<file path="config.mk">
export PLATFORM = sky130hd
export DESIGN_NAME = commit_multi
export DESIGN_NICKNAME = d
export VERILOG_FILES = /design/src/rtl/rv32i_types.sv /design/src/rtl/commit_select.sv /design/src/rtl/commit_multi.sv
export SDC_FILE = /design/constraint.sdc
export NUM_CORES = 1
export LEC_CHECK = 0
export CAP_MARGIN = 10
export CORE_AREA = 10 10 120 122
export DETAILED_ROUTE_END_ITERATION = 12
export DIE_AREA = 0 0 130 132
export PLACE_DENSITY = 0.86
export SLEW_MARGIN = 20
export SYNTH_ARGS = -nofsm -noshare
export SYNTH_HDL_FRONTEND = slang
export SYNTH_SLANG_ARGS = --single-unit
</file>
<file path="constraint.sdc">
create_clock -name clk -period 4.21 [get_ports clk]
set_input_delay 1.0525 -clock clk [delete_from_list [all_inputs] [get_ports clk]]
set_output_delay 1.0525 -clock clk [all_outputs]
set_load 0.1 [all_outputs]
</file>
<file path="src/rtl/rv32i_types.sv">
// Shared RV32I opcode constants and commit-stage types for the retirement unit.
package rv32i_types;

   localparam logic [6:0] store_opcode = 7'b0100011;
   localparam logic [6:0] br_opcode    = 7'b1100011;

   localparam int COMMIT_WIDTH_DEF = 2;
   localparam int COMMIT_CNT_W     = $clog2(COMMIT_WIDTH_DEF + 1);

   typedef enum logic {
      RUN   = 1'b0,
      FLUSH = 1'b1
   } commit_state_t;

endpackage

</file>
<file path="src/rtl/commit_select.sv">
// Prefix-eligibility chain over the ROB head window: picks the contiguous group
// of slots that retire this cycle and reports store / mispredict selection.
module commit_select
   import rv32i_types::*;
#(
   parameter int COMMIT_WIDTH = 2,
   parameter int CNT_W        = $clog2(COMMIT_WIDTH + 1)
) (
   input  logic                      en,
   input  logic [COMMIT_WIDTH-1:0]   head_valid,
   input  logic [COMMIT_WIDTH-1:0]   head_ready,
   input  logic [COMMIT_WIDTH*7-1:0] head_opcode,
   input  logic [COMMIT_WIDTH*5-1:0] head_rd,
   input  logic [COMMIT_WIDTH-1:0]   head_mispredict,
   input  logic [COMMIT_WIDTH*32-1:0] head_target_pc,
   input  logic                      sq_commit_ready,
   output logic [COMMIT_WIDTH-1:0]   commit_mask,
   output logic [COMMIT_WIDTH-1:0]   we_mask,
   output logic [CNT_W-1:0]          pop_count,
   output logic                      store_commit,
   output logic                      mp_commit,
   output logic [31:0]               mp_target
);

   logic       blocked;
   logic       is_store;
   logic       is_br;
   logic [6:0] op;

   always_comb begin
      commit_mask  = '0;
      we_mask      = '0;
      pop_count    = '0;
      store_commit = 1'b0;
      mp_commit    = 1'b0;
      mp_target    = 32'h0;
      blocked      = ~en;
      is_store     = 1'b0;
      is_br        = 1'b0;
      op           = 7'h0;
      for (int i = 0; i < COMMIT_WIDTH; i++) begin
         op       = head_opcode[i*7 +: 7];
         is_store = (op == store_opcode);
         is_br    = (op == br_opcode);
         if (!blocked && head_valid[i] && head_ready[i] && (!is_store || sq_commit_ready)) begin
            commit_mask[i] = 1'b1;
            pop_count      = pop_count + CNT_W'(1);
            we_mask[i]     = !is_store && !is_br && (head_rd[i*5 +: 5] != 5'd0);
            // Stores and mispredicts both close the group; the mispredict's own
            // write still lands so jal/jalr links are preserved.
            if (is_store) begin
               store_commit = 1'b1;
               blocked      = 1'b1;
            end
            if (head_mispredict[i]) begin
               mp_commit = 1'b1;
               mp_target = head_target_pc[i*32 +: 32];
               blocked   = 1'b1;
            end
         end else begin
            blocked = 1'b1;
         end
      end
   end

endmodule

</file>
<file path="src/rtl/commit_multi.sv">
// N-wide in-order retirement unit: commit FSM, registered flush/redirect
// sequence and the 64-bit retired-instruction counter.
//
//  state | meaning
//  RUN   | head group evaluated and retired each cycle
//  FLUSH | flush_o high, no retirement, counting down FLUSH_CYCLES
module commit_multi
   import rv32i_types::*;
#(
   parameter int COMMIT_WIDTH = 2,
   parameter int FLUSH_CYCLES = 2
) (
   input  logic                                clk,
   input  logic                                rst_n,
   input  logic [COMMIT_WIDTH-1:0]             head_valid,
   input  logic [COMMIT_WIDTH-1:0]             head_ready,
   input  logic [COMMIT_WIDTH*7-1:0]           head_opcode,
   input  logic [COMMIT_WIDTH*5-1:0]           head_rd,
   input  logic [COMMIT_WIDTH-1:0]             head_mispredict,
   input  logic [COMMIT_WIDTH*32-1:0]          head_target_pc,
   input  logic                                sq_commit_ready,
   output logic                                sq_commit_valid,
   output logic [$clog2(COMMIT_WIDTH+1)-1:0]   rob_pop_count,
   output logic [COMMIT_WIDTH-1:0]             regfile_we,
   output logic                                flush_o,
   output logic [31:0]                         redirect_pc_o,
   output logic [63:0]                         instret_o
);

   localparam int CNT_W = $clog2(COMMIT_WIDTH + 1);
   localparam int FC_W  = (FLUSH_CYCLES > 1) ? $clog2(FLUSH_CYCLES) : 1;

   commit_state_t    state_q, state_d;
   logic [FC_W-1:0]  fcnt_q, fcnt_d;
   logic [31:0]      redirect_q, redirect_d;
   logic [63:0]      instret_q, instret_d;

   logic [COMMIT_WIDTH-1:0] commit_mask;
   logic [COMMIT_WIDTH-1:0] we_mask;
   logic [CNT_W-1:0]        pop_count;
   logic                    store_commit;
   logic                    mp_commit;
   logic [31:0]             mp_target;

   commit_select #(
      .COMMIT_WIDTH (COMMIT_WIDTH),
      .CNT_W        (CNT_W)
   ) u_select (
      .en              (state_q == RUN),
      .head_valid      (head_valid),
      .head_ready      (head_ready),
      .head_opcode     (head_opcode),
      .head_rd         (head_rd),
      .head_mispredict (head_mispredict),
      .head_target_pc  (head_target_pc),
      .sq_commit_ready (sq_commit_ready),
      .commit_mask     (commit_mask),
      .we_mask         (we_mask),
      .pop_count       (pop_count),
      .store_commit    (store_commit),
      .mp_commit       (mp_commit),
      .mp_target       (mp_target)
   );

   always_comb begin
      state_d    = state_q;
      fcnt_d     = fcnt_q;
      redirect_d = redirect_q;
      instret_d  = instret_q + 64'(pop_count);
      case (state_q)
         RUN: begin
            if (mp_commit) begin
               state_d    = FLUSH;
               fcnt_d     = FC_W'(FLUSH_CYCLES - 1);
               redirect_d = mp_target;
            end
         end
         FLUSH: begin
            if (fcnt_q == '0) begin
               state_d = RUN;
            end else begin
               fcnt_d = fcnt_q - FC_W'(1);
            end
         end
         default: state_d = RUN;
      endcase
   end

   always_ff @(posedge clk or negedge rst_n) begin
      if (!rst_n) begin
         state_q    <= RUN;
         fcnt_q     <= '0;
         redirect_q <= 32'h0;
         instret_q  <= 64'h0;
      end else begin
         state_q    <= state_d;
         fcnt_q     <= fcnt_d;
         redirect_q <= redirect_d;
         instret_q  <= instret_d;
      end
   end

   logic unused_mask;
   assign unused_mask = ^commit_mask;

   assign sq_commit_valid = store_commit;
   assign rob_pop_count   = pop_count;
   assign regfile_we      = we_mask;
   assign flush_o         = (state_q == FLUSH);
   assign redirect_pc_o   = redirect_q;
   assign instret_o       = instret_q;

endmodule

</file>
== After elaboration in Yosys (flattened, before gate mapping) ==
Index checks and enable logic that the tools add are counted.

* Register bits after elaboration: 98
* Output and inout bits: 102
* Word-level logic and storage cells: 58

* Add/sub/neg operators: 3
* Equal/unequal tests: 5
* Muxes and demuxes: 25
* Bitwise gates (word level): 1
* Reductions and logical operators: 20

{| class="wikitable"
|+ Operators by type and width
! kind !! number
|-
| two-way mux 32 bit || 4
|-
| adder 64 x 2 -> 64 bit || 1
|-
| two-way mux 1 bit || 18
|-
| == test 7 x 6 -> 1 bit (second input constant) || 2
|-
| == test 7 bit (second input constant) || 2
|-
| logical AND 1 bit || 10
|-
| nonzero test 5 bit || 2
|-
| zero test 1 bit || 5
|-
| case mux 1 bit (2 select lines) || 2
|-
| adder 1 x 1 -> 2 bit (second input constant) || 1
|-
| logical OR 1 bit || 2
|-
| two-way mux 2 bit || 1
|-
| != test 2 bit (second input constant) || 1
|-
| AND reduction 2 bit || 1
|-
| NOT 1 bit || 1
|-
| subtractor 1 bit (second input constant) || 1
|}

== Logic depth before layout (Yosys ltp) ==
Gate-level depths: netlist of the first run.

* Word-level depth: 12
* Mapped depth: 12

== Hierarchy ==
Synthesis of the first run repeated with hierarchy kept, for this count alone.

* Cells, all modules: 493
* Area total of the unflattened synthesis: 5104.9 µm²

{| class="wikitable"
|+ By module, submodules not included
! module !! instances !! cells each !! area an instance (µm²) !! seq. area each (µm²)
|-
| commit_multi || 1 || 357 || 4267.8 || 2452.4
|-
| commit_select || 1 || 136 || 837.1 || 0.0
|}

== Worst setup path before layout of the first run ==
Ideal clock, no wire load.

* Path type: input port to flip-flop
* Start point: input head_opcode[10]
* End point: register instret_q[48], in the netlist instret_o[48]
* Library setup time: 0.162 ns
* Arrival time: 4.712 ns
* Required time: 4.048 ns
* Setup slack: -0.664 ns
* Cell stages on the path: 12
* Cells stage by stage: nor4b_1 nor4b_1 nor4_1 ha_1 ha_1 inv_1 fa_1 nor4_1 nand4_1 clkbuf_1 nor4_1 xor2_1

* Longest elaborated chain between the ends: 6

{| class="wikitable"
|+ Ends and longest elaborated chain
! what !! RTL line !! RTL
|-
| from (decl) || commit_multi.sv:17 || <nowiki>input logic [COMMIT_WIDTH*7-1:0] head_opcode,</nowiki>
|-
| == test 7 x 6 -> 1 bit || commit_select.sv:43 || <nowiki>is_store = (op == store_opcode);</nowiki>
|-
| zero test 1 bit || commit_select.sv:45 || <nowiki>if (!blocked && head_valid[i] && head_ready[i] && (!is_store || sq_commit_ready)) begin</nowiki>
|-
| logical OR 1 bit || commit_select.sv:45 ||
|-
| logical AND 1 bit || commit_select.sv:45 ||
|-
| two-way mux 2 bit || commit_select.sv:45 ||
|-
| net rob_pop_count[0] || commit_multi.sv:23 || <nowiki>output logic [$clog2(COMMIT_WIDTH+1)-1:0] rob_pop_count,</nowiki>
|-
| adder 64 x 2 -> 64 bit || commit_multi.sv:69 || <nowiki>instret_d = instret_q + 64'(pop_count);</nowiki>
|-
| net instret_d[48] || commit_multi.sv:36 || <nowiki>logic [63:0] instret_q, instret_d;</nowiki>
|-
| to (signal assigned) || commit_multi.sv:99 || <nowiki>instret_q <= instret_d;</nowiki>
|-
| to (decl) || commit_multi.sv:36 ||
|}

The timed path passes the listed nets, and every way through them passes these cells.
A chain may end at the register's enable or synchronous reset.

== Final worst setup path of the first run ==
* Start point: input head_opcode[1]
* End point: register instret_q[62], in the netlist instret_o[62]

* Longest elaborated chain between the ends: 11
* Elaborated cells on any way between the ends: 15
* Classes of those cells: add/sub: 2; eq/ne: 1; mux: 5; reduce/logical: 7

{| class="wikitable"
|+ Ends and longest elaborated chain
! what !! RTL line
|-
| == test 7 x 6 -> 1 bit * || commit_select.sv:43
|-
| zero test 1 bit || commit_select.sv:45
|-
| logical OR 1 bit || commit_select.sv:45
|-
| logical AND 1 bit || commit_select.sv:45
|-
| two-way mux 1 bit || commit_select.sv:45
|-
| zero test 1 bit || commit_select.sv:45
|-
| logical AND 1 bit (3 in series) || commit_select.sv:45
|-
| two-way mux 2 bit * || commit_select.sv:45
|-
| adder 64 x 2 -> 64 bit * || commit_multi.sv:69
|-
| net instret_d[62] || commit_multi.sv:36
|}

The timed path passes the listed nets; every way through them passes the cells marked *.

==> out/results.tsv, run 1 <==
metric	value	unit
Slew @ Worst Pin	1050	ps
multiplexer area fraction after synthesis	0.0683	
pin count of the biggest net entering global routing	70	
Area Growth Syn to Fin	56.9	%
YS warnings	0	
largest area contributor in the netlist	dfrtp_1	
CP Launch Point	head_opcode[1]	
number of cells on the worst hold path	1	
clock sinks	98	
Arr. time, crit path	4270	ps
initial antenna violation count	0	
vias per inst	5.12	
Synthesized Nets	546	
setup violators final	0	
Syn Std Cell Area	4690	µm²
final worst-path cycle share	0.952	
skew final	6.47	ps
die width	130	µm
Chip Height	132	µm
Crit Path Class	in -> reg	
die area	17200	µm²
# IOs	199	
peak supply drop	286	µV
Final Hold Fails	0	
Worst Hold Class	reg -> reg	
Synth Area in Adders	0.0123	
commonest cells in the synthesized netlist	98 x dfrtp_1, 66 x nand2_1, 38 x xor2_1	
CTS buffer count	9	
GRT Total Usage	0.172	
Netlist cell types	37	
Min Hold Slack	466	ps
Iter 0 DRT Violations	286	
Max Cap Viol	0	
vias in the first global route	4370	
Setup WS post-layout	203	ps
most frequent cell after synthesis	dfrtp_1	
post-synthesis compound-gate area fraction	0.0448	
Initial Util	0.394	
area of the core	11900	µm²
Synth Area in XOR/XNOR	0.116	
largest family of logic cells by synthesized area	simple AND/OR/NAND/NOR gates	
# DRC	0	
R2R Path Start	flush_o$_DFF_PN0_	
EDFF count, synth	0	
sequential share of power	0.329	
Crit Path Max Fanout	14	
fraction of layout cells with a size suffix above 1	0.101	
IO buf count	198	
WL/cell	18.6	µm
CP required	4480	ps
WL final	15100	µm
final net count	763	
top cell type's share of synthesized area	0.523	
cell count after synthesis	445	
critical hold path startpoint	instret_o[63]$_DFF_PN0_	
Post-Synth Simple-Gate Area	0.209	
endpoint type of the worst setup path	flop	
CP Launch Type	input port	
Post-DP HPWL	11900	µm
f_max	250	MHz
final core occ	0.618	
Clock Path Buffers	2	
headroom to the max-slew limit	0.300	
antenna-violating nets left	0	
Setup TNS	0	ps
P per Cell Area	480	nW/µm²
Ant. Diodes	0	
Sw Ratio	0.446	
grt ovf	0	
routed vias	4163	
Clock Tree Root	clkbuf_16	
first-pass GRT wire length	23600	µm
clk_lat worst skew	340	ps
Pint	1960	µW
Pleak	0.00315	µW
drt pass-1 iters	4	
minimum clock period	4010	ps
DP Area	7020	µm²
Seq/Total Area, Yosys	0.523	
Logic pwr share	0.427	
max-slew violations	0	
Clock transition at path regs	60	ps
Yosys reg bits	98	
Top FF cell, synth	dfrtp_1	
placer congestion estimate	0.839	
CTS tree	yes	
Rows	40	
# H-tree levels	3	
syn_area_per_cell	10.5	µm²
Clock power frac	0.245	
final non-filler cell area	7360	µm²
ranking of synthesized cells by area	dfrtp_1 52%, xor2_1 7.1%, mux2i_1 6.8%	
pre-CTS WS	-258	ps
R2R depth	12	
status	complete, no violations	
NetSw	1570	µW
Setup Fix Bufs, Post-CTS	0	
asr flop ratio synth	1.00	
## final timing paths
path,end,slack [ps]
worst max-delay path,instret_o[62]$_DFF_PN0_,200
worst min-delay path,instret_o[63]$_DFF_PN0_,470
worst max register to register,instret_o[62]$_DFF_PN0_,1190
worst min register to register,instret_o[63]$_DFF_PN0_,470
max in group asynchronous,redirect_pc_o[29]$_DFFE_PN0P_,2620
min in group asynchronous,instret_o[39]$_DFF_PN0_,830
## layout make-up
type,instances,area [µm²]
Clock buffer,10,229
Clock inverter,5,78.8
Fill cell,973,4550
Inverter,12,45.0
Multi-Input combinational cell,319,2170
Sequential cell,98,2450
Tap cell,147,184
Timing Repair Buffer,222,2200
## registers in the layout, summed over array words and instances, names as in the netlist
name,cells
flush_o,1
redirect_pc_o,32
fcnt_q,1
instret_o,64
## what timing repair did
item                       4_1_cts  5_1_grt
hold buffers                     0        0
gates resized for setup          0        5
setup endpoints to repair        0       28
## power groups by stage
stage | registers [µW] | clock network, µW | logic [µW]
CTS | 1160 | 892 | 1520
finish | 1160 | 865 | 1510
detailed placement | 1180 | 0 | 1520
floorplan | 2060 | 0 | 161
global route | 1170 | 933 | 1550
global placement | 1170 | 0 | 1490
## per-stage QoR
stage | total power (µW) | instances
2_1_floorplan | 2230 | 445
3_3_place_gp | 2660 | 798
3_5_place_dp | 2690 | 798
4_1_cts | 3570 | 813
5_1_grt | 3660 | 813
6_report | 3530 | 813
## critical path, cell delays in order
cell	delay [ps]
clkdlybuf4s50_1	490
nand4bb_1	150
or3_1	390
o21a_1	210
ha_4	270
ha_1	160
inv_1	60
fa_1	410
nor4_2	260
nand4_1	140
buf_4	220
nor4_1	290
xor2_1	170
## layer usage
| layer | global-route usage | wire, µm | vias up | share of wire |
|---|---|---|---|---|
| met1 | 0.207 | 6240 | 2005 | 0.41 |
| met3 | 0.0567 | 1340 | 20 | 0.089 |
| li1 | - | - | 1971 | - |
| met5 | 0 | 0 | - | 0 |
| met4 | 0.0588 | 286 | 0 | 0.019 |
| met2 | 0.280 | 7270 | 167 | 0.48 |
## cells in the final DEF (no fill, tap or decap), drive strengths merged
| cell type | count |
|---|---|
| nand2b | 2 |
| buf | 30 |
| nor2 | 21 |
| xnor2 | 24 |
| nand2 | 66 |
| clkinv | 2 |
| o21ai | 34 |
| nand3 | 20 |
| nor3b | 1 |
| nand4bb | 1 |
| clkbuf | 10 |
| and2 | 1 |
| inv | 13 |
| o31ai | 1 |
| or3 | 4 |
| or2 | 2 |
| o211a | 1 |
| nor4b | 3 |
| dfrtp | 98 |
| nor4 | 18 |
| nor2b | 1 |
| nand4 | 14 |
| xor2 | 38 |
| nor3 | 19 |
| fa | 1 |
| bufinv | 2 |
| o21a | 1 |
| or4 | 3 |
| o311a | 1 |
| and3 | 6 |
| a21oi | 1 |
| mux2i | 32 |
| clkdlybuf4s50 | 192 |
| ha | 3 |
## cell families (layout without fill, tap and decap cells)
family / after synthesis / in the layout
AO/OA/AOI/OAI: 39 / 39
adder cells (fa/ha/maj): 4 / 4
flip-flops: 98 / 98
multiplexers: 32 / 32
XOR/XNOR: 62 / 62
buffers and inverters: 28 / 249
AND/OR/NAND/NOR: 182 / 182
Power figures use the tool's default switching activity.
==> run 2: changes to the inputs <==
==> constraint.sdc (replaced) <==
create_clock -name clk -period 4.21 [get_ports clk]
set_input_delay 1.0525 -clock clk [delete_from_list [all_inputs] [get_ports clk]]
set_output_delay 1.0525 -clock clk [all_outputs]
set_load 0.01 [all_outputs]
==> run 2 against run 1 <==
  * First-iteration DRC count is 11% higher
  * Critical path depth fell by 6
  * Global-route usage is 0.38 points lower
  * Final area up 1.3%
  * Non-clock buffer count up 7
  * Worst setup slack got worse by 51 ps
  * Fmax shrank 1.3%
  * Via count is 0.34% lower
  * Critical endpoint is now sq_commit_valid
==> out/results.tsv, run 2 (synthesis gave the netlist of run 1 again) <==
metric	value	unit
GRT Total Usage	0.168	
max-slew violations	0	
# DRC	0	
grt peak-use layer	met2	
Initial Util	0.394	
Area Growth Syn to Fin	58.9	%
WL final	15100	µm
Clock Tree Root	clkbuf_16	
initial antenna violation count	0	
critical hold path startpoint	instret_o[63]$_DFF_PN0_	
Post-DP HPWL	11600	µm
CP Launch Type	input port	
clk_lat worst skew	340	ps
first-pass GRT wire length	23300	µm
Worst Hold Class	reg -> reg	
Min Hold Slack	463	ps
CP required	3160	ps
Crit Path Class	in -> out	
commonest non-fill, non-tap cell in the layout	clkdlybuf4s50_1	
CP Launch Point	head_opcode[1]	
# IOs	199	
Slowest Stage Delay on Critical Path	550	ps
headroom to the max-slew limit	0.411	
Crit Path Max Fanout	2	
drt pass-1 iters	4	
Final Hold Fails	0	
peak supply drop	192	µV
Slew @ Worst Pin	883	ps
R2R Path Start	flush_o$_DFF_PN0_	
skew final	10.6	ps
vias per inst	5.06	
final worst-path cycle share	0.964	
setup violators final	0	
final core occ	0.626	
Worst Path Buf+Inv	3	
DP Area	7000	µm²
grt ovf	0	
f_max	246	MHz
WL/cell	18.4	µm
endpoint type of the worst setup path	output pin	
GR Layer Usage met1	0.195	
final non-filler cell total	820	
placer congestion estimate	0.851	
routed vias	4149	
Rows	40	
hold buffers post-CTS	0	
Multi-input gate area	2250	µm²
Chip Height	132	µm
Iter 0 DRT Violations	317	
Sequential Area	2450	µm²
delay-heaviest family, CP	buffers and inverters	
commonest non-fill, non-tap cells in the layout	196 x clkdlybuf4s50_1, 98 x dfrtp_1, 66 x nand2_1, 38 x xor2_1, 34 x o21ai_0	
pin count of the biggest net entering global routing	70	
Setup WS post-layout	151	ps
clock sinks	98	
Ant. Diodes	0	
Placed Instances	802	
final net count	770	
die area	17200	µm²
CTS tree	yes	
status	complete, no violations	
minimum clock period	4060	ps
CTS buffer count	9	
Pleak	0.00322	µW
slowest stage cell on the critical path	clkdlybuf4s50_1	
Fill cells	937	
fraction of layout cells with a size suffix above 1	0.111	
antenna-violating nets left	0	
Cell Chain, Critical Path	clkdlybuf4s50_1, nand4bb_4, or3_1, buf_4, o31ai_1, and3_1, clkdlybuf4s50_1	
P per Cell Area	350	nW/µm²
grt met2 use	0.279	
# H-tree levels	3	
IO buf count	198	
vias in the first global route	4310	
area of the core	11900	µm²
Clock transition at path regs	60	ps
Arr. time, crit path	3010	ps
die width	130	µm
met3 usage	0.0591	
pre-CTS WS	-598	ps
Clock Path Buffers	2	
max reg flops	64	
final non-filler cell area	7450	µm²
most frequent CP cell	clkdlybuf4s50_1	
Max Cap Viol	0	
==> run 2: changes by cell type in the layout (fill, tap and decap cells not counted), sizes merged <==
cell / change
clkdlybuf4s50: +4
buf: +2
bufinv: -1
clkinv: -1
clkinvlp: +1
dlymetal6s2s: +1
inv: +1
==> run 2: what timing repair did <==
item | 4_1_cts | 5_1_grt
pin swaps | 0 | 1
resized for setup | 6 | 16
gates cloned | 0 | 1
buffers inserted | 2 | 0
endpoints found under the setup margin | 18 | 22
==> run 2: final timing paths <==
check,cells past startpoint,slack (ps),to
max in group asynchronous,2,2530,instret_o[58]$_DFF_PN0_
min in group asynchronous,1,840,redirect_pc_o[24]$_DFFE_PN0P_
hold / removal,1,460,instret_o[63]$_DFF_PN0_
setup / recovery,7,150,sq_commit_valid
setup reg to reg,13,1240,instret_o[60]$_DFF_PN0_
hold reg to reg,1,460,instret_o[63]$_DFF_PN0_
==> run 2: where the power goes <==
group          internal, µW  leakage [µW]  switching, µW
clock                   463      0.000140            353
sequential             1070       0.00126           92.2
combinational           373       0.00181            257
==> run 2: cell type report <==
type / count / share of cell area
Sequential cell: 98 / 0.329
Multi-Input combinational cell: 319 / 0.302
Timing Repair Buffer: 229 / 0.299
Clock buffer: 10 / 0.0307
Tap cell: 147 / 0.0247
Clock inverter: 5 / 0.00856
Inverter: 12 / 0.00604
==> run 2: metal layers <==
| layer | part of all wire | vias up |
|---|---|---|
| met4 | 0.018 | 0 |
| met5 | 0 | - |
| met1 | 0.40 | 1982 |
| met3 | 0.093 | 21 |
| met2 | 0.49 | 159 |
| li1 | - | 1987 |
==> run 2: metrics by stage <==
stage	total power, µW	setup TNS [ps]
floorplan	1360	0
global placement	1780	-7690
detailed placement	1810	-12510
CTS	2630	0
global route	2740	-120
finish	2610	0
